File: src/rtl/instr_fetch.sv
// -----------------------------------------------------------------------------
// instr_fetch
//
// Purpose:
//   Consumer end of the program-counter interface in the BIP-2 datapath.
//   The block samples the PC and issues one program-memory read over a
//   req/ack handshake. It holds the returned instruction, split into
//   opcode and operand, until the control unit accepts it. On acceptance
//   it pulses pc_enable_o for one cycle so the PC register advances.
//   flush_i discards whatever is in flight or held. This supports
//   branches and jumps, where the control unit loads the target PC itself.
//
//   Per-instruction sequence: IDLE -> REQ -> HOLD -> IDLE.
//   With a zero-wait memory and instr_ready_i held high, one instruction
//   takes 3 cycles.
//
// Optional feature (macro FETCH_TIMEOUT_EN):
//   When defined, a counter runs while the block is in REQ. If TIMEOUT_CYC
//   cycles pass without mem_ack_i, the block:
//     - sets the sticky fetch_err_o flag,
//     - drops the request,
//     - returns to IDLE, then retries at the current pc_i.
//   When undefined, fetch_err_o is tied low and REQ waits indefinitely.
//
// Ports:
//   clock_i        in   1       system clock, rising edge
//   reset_n_i      in   1       asynchronous active-low reset
//   pc_i           in   ADDR_W  current PC register value
//   pc_enable_o    out  1       one-cycle pulse, the PC loads its next value
//   mem_req_o      out  1       program memory read request
//   mem_addr_o     out  ADDR_W  read address, stable while mem_req_o is high
//   mem_ack_i      in   1       memory returns data this cycle
//   mem_data_i     in   DATA_W  read data, valid with mem_ack_i
//   instr_valid_o  out  1       instruction held and presented
//   instr_ready_i  in   1       control unit accepts the instruction
//   opcode_o       out  OPC_W   held opcode (undecoded)
//   operand_o      out  ADDR_W  held operand (zero-extended/truncated)
//   flush_i        in   1       discard in-flight or held instruction
//   fetch_err_o    out  1       sticky timeout flag (feature only)
// -----------------------------------------------------------------------------
module instr_fetch #(
  parameter int ADDR_W      = 11,
  parameter int DATA_W      = 16,
  parameter int OPC_W       = 5,
  parameter int TIMEOUT_CYC = 15
) (
  input  logic              clock_i,
  input  logic              reset_n_i,
  input  logic [ADDR_W-1:0] pc_i,
  output logic              pc_enable_o,
  output logic              mem_req_o,
  output logic [ADDR_W-1:0] mem_addr_o,
  input  logic              mem_ack_i,
  input  logic [DATA_W-1:0] mem_data_i,
  output logic              instr_valid_o,
  input  logic              instr_ready_i,
  output logic [OPC_W-1:0]  opcode_o,
  output logic [ADDR_W-1:0] operand_o,
  input  logic              flush_i,
  output logic              fetch_err_o
);

  // Width of the operand field inside the instruction word.
  localparam int OPR_W = DATA_W - OPC_W;

  // Reject nonsensical parameter sets at elaboration time.
  if (OPC_W < 1 || OPC_W >= DATA_W || ADDR_W < 1 || TIMEOUT_CYC < 2) begin : g_param_check
    $error("instr_fetch: illegal parameter combination");
  end

  typedef enum logic [1:0] {
    ST_IDLE = 2'd0,
    ST_REQ  = 2'd1,
    ST_HOLD = 2'd2
  } state_t;

  state_t            state_reg,     state_next;
  logic              mem_req_reg,   mem_req_next;
  logic [ADDR_W-1:0] mem_addr_reg,  mem_addr_next;
  logic              valid_reg,     valid_next;
  logic [OPC_W-1:0]  opcode_reg,    opcode_next;
  logic [ADDR_W-1:0] operand_reg,   operand_next;
  logic              pc_enable_reg, pc_enable_next;

  // Operand field fitted to the PC width.
  logic [ADDR_W-1:0] operand_fit;
  logic [OPC_W-1:0]  opcode_fit;

  // True on the REQ cycle where the wait budget runs out.
  logic              timeout_hit;

  assign opcode_fit = mem_data_i[DATA_W-1 -: OPC_W];

  // The operand field is either truncated or zero-extended to the PC width.
  if (OPR_W >= ADDR_W) begin : g_opr_trunc
    assign operand_fit = mem_data_i[ADDR_W-1:0];
  end else begin : g_opr_zext
    assign operand_fit = {{(ADDR_W - OPR_W){1'b0}}, mem_data_i[OPR_W-1:0]};
  end

`ifdef FETCH_TIMEOUT_EN
  // The counter must hold values up to TIMEOUT_CYC-1, using at least 4 bits.
  localparam int CNT_W = ($clog2(TIMEOUT_CYC) > 4) ? $clog2(TIMEOUT_CYC) : 4;

  logic [CNT_W-1:0] cnt_reg, cnt_next;
  logic             err_reg, err_next;

  // The counter is 0 on entry to REQ and counts one per REQ cycle without ack.
  // Reaching TIMEOUT_CYC-1 means this is the TIMEOUT_CYC-th unanswered cycle.
  assign timeout_hit = (state_reg == ST_REQ) && !mem_ack_i &&
                       (cnt_reg == CNT_W'(TIMEOUT_CYC - 1));

  always_comb begin
    cnt_next = '0;
    err_next = err_reg;
    // Flush outranks the timeout: on flush the counter clears and the flag holds.
    if (!flush_i && (state_reg == ST_REQ) && !mem_ack_i) begin
      if (timeout_hit) begin
        err_next = 1'b1;
      end else begin
        cnt_next = cnt_reg + 1'b1;
      end
    end
  end

  always_ff @(posedge clock_i or negedge reset_n_i) begin
    if (!reset_n_i) begin
      cnt_reg <= '0;
      err_reg <= 1'b0;
    end else begin
      cnt_reg <= cnt_next;
      err_reg <= err_next;
    end
  end

  assign fetch_err_o = err_reg;
`else
  assign timeout_hit = 1'b0;
  assign fetch_err_o = 1'b0;
`endif

  // Next-state and output logic. Every register holds its value unless a
  // transition below changes it. pc_enable is a pulse, so it defaults to 0.
  always_comb begin
    state_next     = state_reg;
    mem_req_next   = mem_req_reg;
    mem_addr_next  = mem_addr_reg;
    valid_next     = valid_reg;
    opcode_next    = opcode_reg;
    operand_next   = operand_reg;
    pc_enable_next = 1'b0;

    if (flush_i) begin
      // Drop any ack or acceptance landing this cycle. The PC is redirected
      // by the control unit, so no pc_enable pulse is issued.
      state_next   = ST_IDLE;
      mem_req_next = 1'b0;
      valid_next   = 1'b0;
    end else begin
      case (state_reg)
        ST_IDLE: begin
          mem_addr_next = pc_i;
          mem_req_next  = 1'b1;
          state_next    = ST_REQ;
        end

        ST_REQ: begin
          if (mem_ack_i) begin
            opcode_next  = opcode_fit;
            operand_next = operand_fit;
            mem_req_next = 1'b0;
            valid_next   = 1'b1;
            state_next   = ST_HOLD;
          end else if (timeout_hit) begin
            // Abandon the request. IDLE then retries at whatever pc_i is.
            mem_req_next = 1'b0;
            state_next   = ST_IDLE;
          end
        end

        ST_HOLD: begin
          // mem_ack_i is deliberately ignored here: only one request may be
          // outstanding.
          if (valid_reg && instr_ready_i) begin
            valid_next     = 1'b0;
            pc_enable_next = 1'b1;
            state_next     = ST_IDLE;
          end
        end

        default: begin
          state_next   = ST_IDLE;
          mem_req_next = 1'b0;
          valid_next   = 1'b0;
        end
      endcase
    end
  end

  always_ff @(posedge clock_i or negedge reset_n_i) begin
    if (!reset_n_i) begin
      state_reg     <= ST_IDLE;
      mem_req_reg   <= 1'b0;
      mem_addr_reg  <= '0;
      valid_reg     <= 1'b0;
      opcode_reg    <= '0;
      operand_reg   <= '0;
      pc_enable_reg <= 1'b0;
    end else begin
      state_reg     <= state_next;
      mem_req_reg   <= mem_req_next;
      mem_addr_reg  <= mem_addr_next;
      valid_reg     <= valid_next;
      opcode_reg    <= opcode_next;
      operand_reg   <= operand_next;
      pc_enable_reg <= pc_enable_next;
    end
  end

  assign mem_req_o     = mem_req_reg;
  assign mem_addr_o    = mem_addr_reg;
  assign instr_valid_o = valid_reg;
  assign opcode_o      = opcode_reg;
  assign operand_o     = operand_reg;
  assign pc_enable_o   = pc_enable_reg;

endmodule

File: config.mk
export PLATFORM = sky130hd
export DESIGN_NAME = instr_fetch
export DESIGN_NICKNAME = d
export VERILOG_FILES = /design/src/rtl/instr_fetch.sv
export SDC_FILE = /design/constraint.sdc
export NUM_CORES = 1
export LEC_CHECK = 0
export ABC_CLOCK_PERIOD_IN_PS = 2400
export CELL_PAD_IN_SITES_DETAIL_PLACEMENT = 1
export CELL_PAD_IN_SITES_GLOBAL_PLACEMENT = 2
export CORE_ASPECT_RATIO = 2
export CORE_MARGIN = 4
export CORE_UTILIZATION = 26
export DETAILED_ROUTE_END_ITERATION = 6
export PLACE_DENSITY = 0.92
export SLEW_MARGIN = 20
export SYNTH_ARGS = -nofsm -noshare
export SYNTH_HDL_FRONTEND = slang
export SYNTH_SLANG_ARGS = --single-unit
export TNS_END_PERCENT = 5
File: constraint.sdc
create_clock -name clock_i -period 2.4 [get_ports clock_i]
set_input_delay 0.24 -clock clock_i [delete_from_list [all_inputs] [get_ports clock_i]]
set_output_delay 0.24 -clock clock_i [all_outputs]
set_load 0.02 [all_outputs]
# Word level (Yosys, flattened, before mapping)
# Index checks and enable logic that the tools add are counted.
# word_totals
out_inout_bits	31
word_cells	35
regBits	32
input_bits	32
# classes
n_mux	14
n_eq_ne	6
bitwise_logic	1
n_reduce_logical	7
# ops
op	n
1-bit two-way mux	8
2-bit two-way mux	3
3-bit inequality test (second input constant)	2
1-bit one-hot mux with 3 select lines	2
2-bit one-hot mux with 3 select lines	1
2-bit AND reduction	3
3-bit AND reduction	2
2-bit inequality test (second input constant)	2
2-bit by 1-bit == test with 1-bit output (second input constant)	1
2-bit == test (second input constant)	1
2-bit zero test	1
1-bit logical AND	1
1-bit inverter	1

# Depth between registers and ports, before layout
# depth
depth_word	4
ltp_mapped	4

# Worst setup path after synthesis
# OpenSTA, ideal clock, no wires.
# synth_path
path_kind	register to register
start	register state_reg[1]
end	register opcode_reg[1], in the netlist opcode_o[1]
path_buffers	2
setup_slack_ps	959
stages_incl_launch_ff	5
t_required_ps	2275
t_arrival_ps	1316
cell_sequence	dfrtp_1 > buf_2 > nor3_4 > buf_6 > mux2_2
# synth_via
elab_chain_len	2
# synth_rtl
item	line_no	source
start, declared	77	state_t state_reg, state_next;
start signal, assigned	210	state_reg <= state_next;
2-bit by 1-bit == test with 1-bit output	160	case (state_reg)
3-bit AND reduction (no source line)	-	
end signal, assigned	214	opcode_reg <= opcode_next;
end, declared	81	logic [OPC_W-1:0] opcode_reg, opcode_next;
# Every way passes these cells.
# A chain may end at the register's enable or synchronous reset.

# Worst setup path in the final report
# layout_path
start	input port mem_ack_i
end	register opcode_reg[3], in the netlist opcode_o[3]
# layout_via
elab_chain_len	1
# layout_rtl
item	line_no	source
start, declared	53	input logic mem_ack_i,
3-bit AND reduction (no source line)	-	
# Every way passes these cells.

==> summary.md <==
| Metric | Value |
|---|---|
| Remaining antenna violation count after routing | `0` |
| Crit. End Element | `register` |
| Htree depth | `2` |
| Final setup violating endpoints | `0` |
| Max-cap violations | `0` |
| R2R setup slack | `slightly below 800 ps` |
| Post-synthesis adder-cell area fraction | `0%` |
| Die Ht | `106 µm` |
| Gr usage total | `approximately an eighth` |
| Drt first pass iters | `3` |
| Worst Skew | `5.76 ps` |
| Footprint of the multi-input gates | `between 400 and 500 µm²` |
| Compound-Gate Fraction of Synth Area | `3.08%` |
| Fillers | `512` |
| CTS Sinks | `32` |
| RSZ-0062 raised after global routing | `false` |
| FF-to-FF path depth | `3` |
| Critical Path AT | `between 1500 and 2000 ps` |
| Worst R2R End | `opcode_o[3]` |
| Antenna diodes | `0` |
| Post-CTS sizing | `0` |
| Worst r2r src | `state_reg[1]` |
| CORE AREA | `roughly 0.0046 mm²` |
| Final Max Tran Viols | `0` |
| Initial Util | `27.1%` |
| Final WL | `~3400 µm` |
| Clk_lat worst skew | `roughly 280 ps` |
| CTS max path bufs | `2` |
| Synth Area in Simple Gates | `5.67%` |
| Min Tclk post-route | `between 1500 and 2000 ps` |
| Row cnt | `35` |
| Period utilisation layout | `between 60% and 70%` |
| Worst setup path class | `primary input to register` |
| Max Clock Freq | `slightly above 0.6 GHz` |
| DR WL/cell | `between 15 and 20 µm` |
| RePlAce Congestion | `0.713` |
| Multiplexer share of the synthesized area | `around a quarter` |
| I/O Pins | `63` |
| Grt ovf | `0` |
| Setup TNS | `0 ps` |
| Fin. Hold Viols | `0` |
| Worst Path Max Fanout | `10` |
| Initial antenna violation count | `0` |
| Postcts setup bufs | `0` |
| Combinational family with the most area after synthesis | `multiplexers` |
| Clock root buffer | `clkbuf_8` |
| DR iter-0 viols | `19` |
| Outcome | `complete, no violations` |
| Via-to-Cell Ratio | `~4.4` |
| CP Data Required Time | `about 2600 ps` |
| Port bufs | `61` |
| First-pass GRT wire length | `approximately 5400 µm` |
| Sequential cell area fraction in the yosys report | `63.6%` |
| Syn Area/Cell | `~15 µm²` |
| Most frequent cells in the layout | `clkdlybuf4s50_1, dfrtp_1, mux2_2, clkbuf_8` |
| Final HPWL DP | `between 2000 and 3000 µm` |
| CTS Hold Bufs | `0` |
| Largest area contributor in the netlist | `dfrtp_1` |
| TritonCTS clock tree | `done` |
| Area contributors post-synth | `dfrtp_1, mux2_2, nor3_4` |
| Syn. warnings | `0` |
| # nets final | `about 180` |
| Xor/xnor share of the synthesized area | `0%` |
| Maximum vdd ir drop | `between 400 and 500 µV` |
| Largest net degree at the start of global routing | `33` |
| Synth top area share | `63.6%` |
| Flip-flop and latch area | `approximately 800 µm²` |
| Vias in the first global route | `between 1000 and 1500` |
| Mapped cell area | `~0.0013 mm²` |
| CTS clk-pin slew, worst paths | `~60 ps` |
| Min-delay worst type | `primary input to async pin` |
| Vias | `906` |
| TritonCTS Buffers | `5` |
| Chip Width | `~57 µm` |
| Static Leak | `just over 0.8 nW` |
| Critical path launch point type | `primary input` |
| Synth cell types | `19` |
| Flops & latches, synth | `32` |
| Ratio of cells with drive above 1 in the final layout | `about 25%` |
| Most common cell after layout, fill and taps aside | `clkdlybuf4s50_1` |
| Drc violations | `0` |
| Die area | `roughly 0.006 mm²` |
| Syn Inst Count | `slightly above 80` |
| Syn Nets | `approximately 120` |
| Area Overhead vs Synth | `60.0%` |
| Power Density | `between 800 and 900 mW/mm²` |
| WHS | `between 300 and 400 ps` |
## where the power goes
part           leakage, nW  internal [mW]  switching, mW  total (mW)
Combinational        0.390          0.338          0.267       0.605
Sequential           0.385          0.659         0.0691       0.728
Clock               0.0455          0.234          0.182       0.415
Total                0.821           1.23          0.518        1.75
## critical path: stages
cell             delay [ps]
clkdlybuf4s50_1         570
nand2_2                  90
nor3_4                  310
buf_4                   260
mux2_2                  340
## worst max path at each step
stage	from	end	slack, ps	depth (start not counted)
2_1_floorplan	state_reg[1]	opcode_o[1]	960	4
3_3_place_gp	flush_i	operand_o[1]	510	4
3_5_place_dp	flush_i	opcode_o[2]	440	4
4_1_cts	flush_i	opcode_o[3]	740	4
5_1_grt	mem_ack_i	opcode_o[3]	660	5
6_report	mem_ack_i	opcode_o[3]	750	5
## cells by family after synthesis
family          after synthesis
mux                          27
buf+inv                       6
other cells                   1
flops                        32
compound gates                6
simple gates                 11
## per-stage QoR
stage | cells | total power [mW] | setup WS [ps] | cell area (µm²) | util [%]
final | 205 | 1.75 | 746 | 2010 | 43.4
after global routing | 205 | 1.84 | 656 | 2010 | 43.4
after CTS | 205 | 1.78 | 743 | 2010 | 43.4
after detailed placement | 197 | 1.36 | 435 | 1920 | 41.5
after global placement | 197 | 1.33 | 513 | 1920 | 41.5
after floorplan | 83 | 1.01 | 959 | 1260 | -
## cell usage after synthesis
library cell / n
dfrtp_1: 32
mux2_2: 27
a21oi_1: 3
buf_2: 2
buf_4: 2
nand2_1: 2
nand3b_1: 2
nor3_1: 2
a211oi_1: 1
a21o_1: 1
buf_6: 1
conb_1: 1
inv_1: 1
nand2_2: 1
nand2b_1: 1
nor2_1: 1
nor3_4: 1
o22a_1: 1
or3_1: 1
## per-layer routing
layer	wire (µm)	GRT usage (%)
met5	0	0
met4	53	5.47
met3	213	3.52
met2	2000	21.9
met1	1100	11.4
## area by class of cell
cell class,count,area share [%]
Sequential cell,32,39.8
Timing Repair Buffer,64,31.4
Multi-Input combinational cell,45,20.7
Clock buffer,8,4.47
Tap cell,55,3.42
Inverter,1,0.186
(Power assumes the default switching activity.)
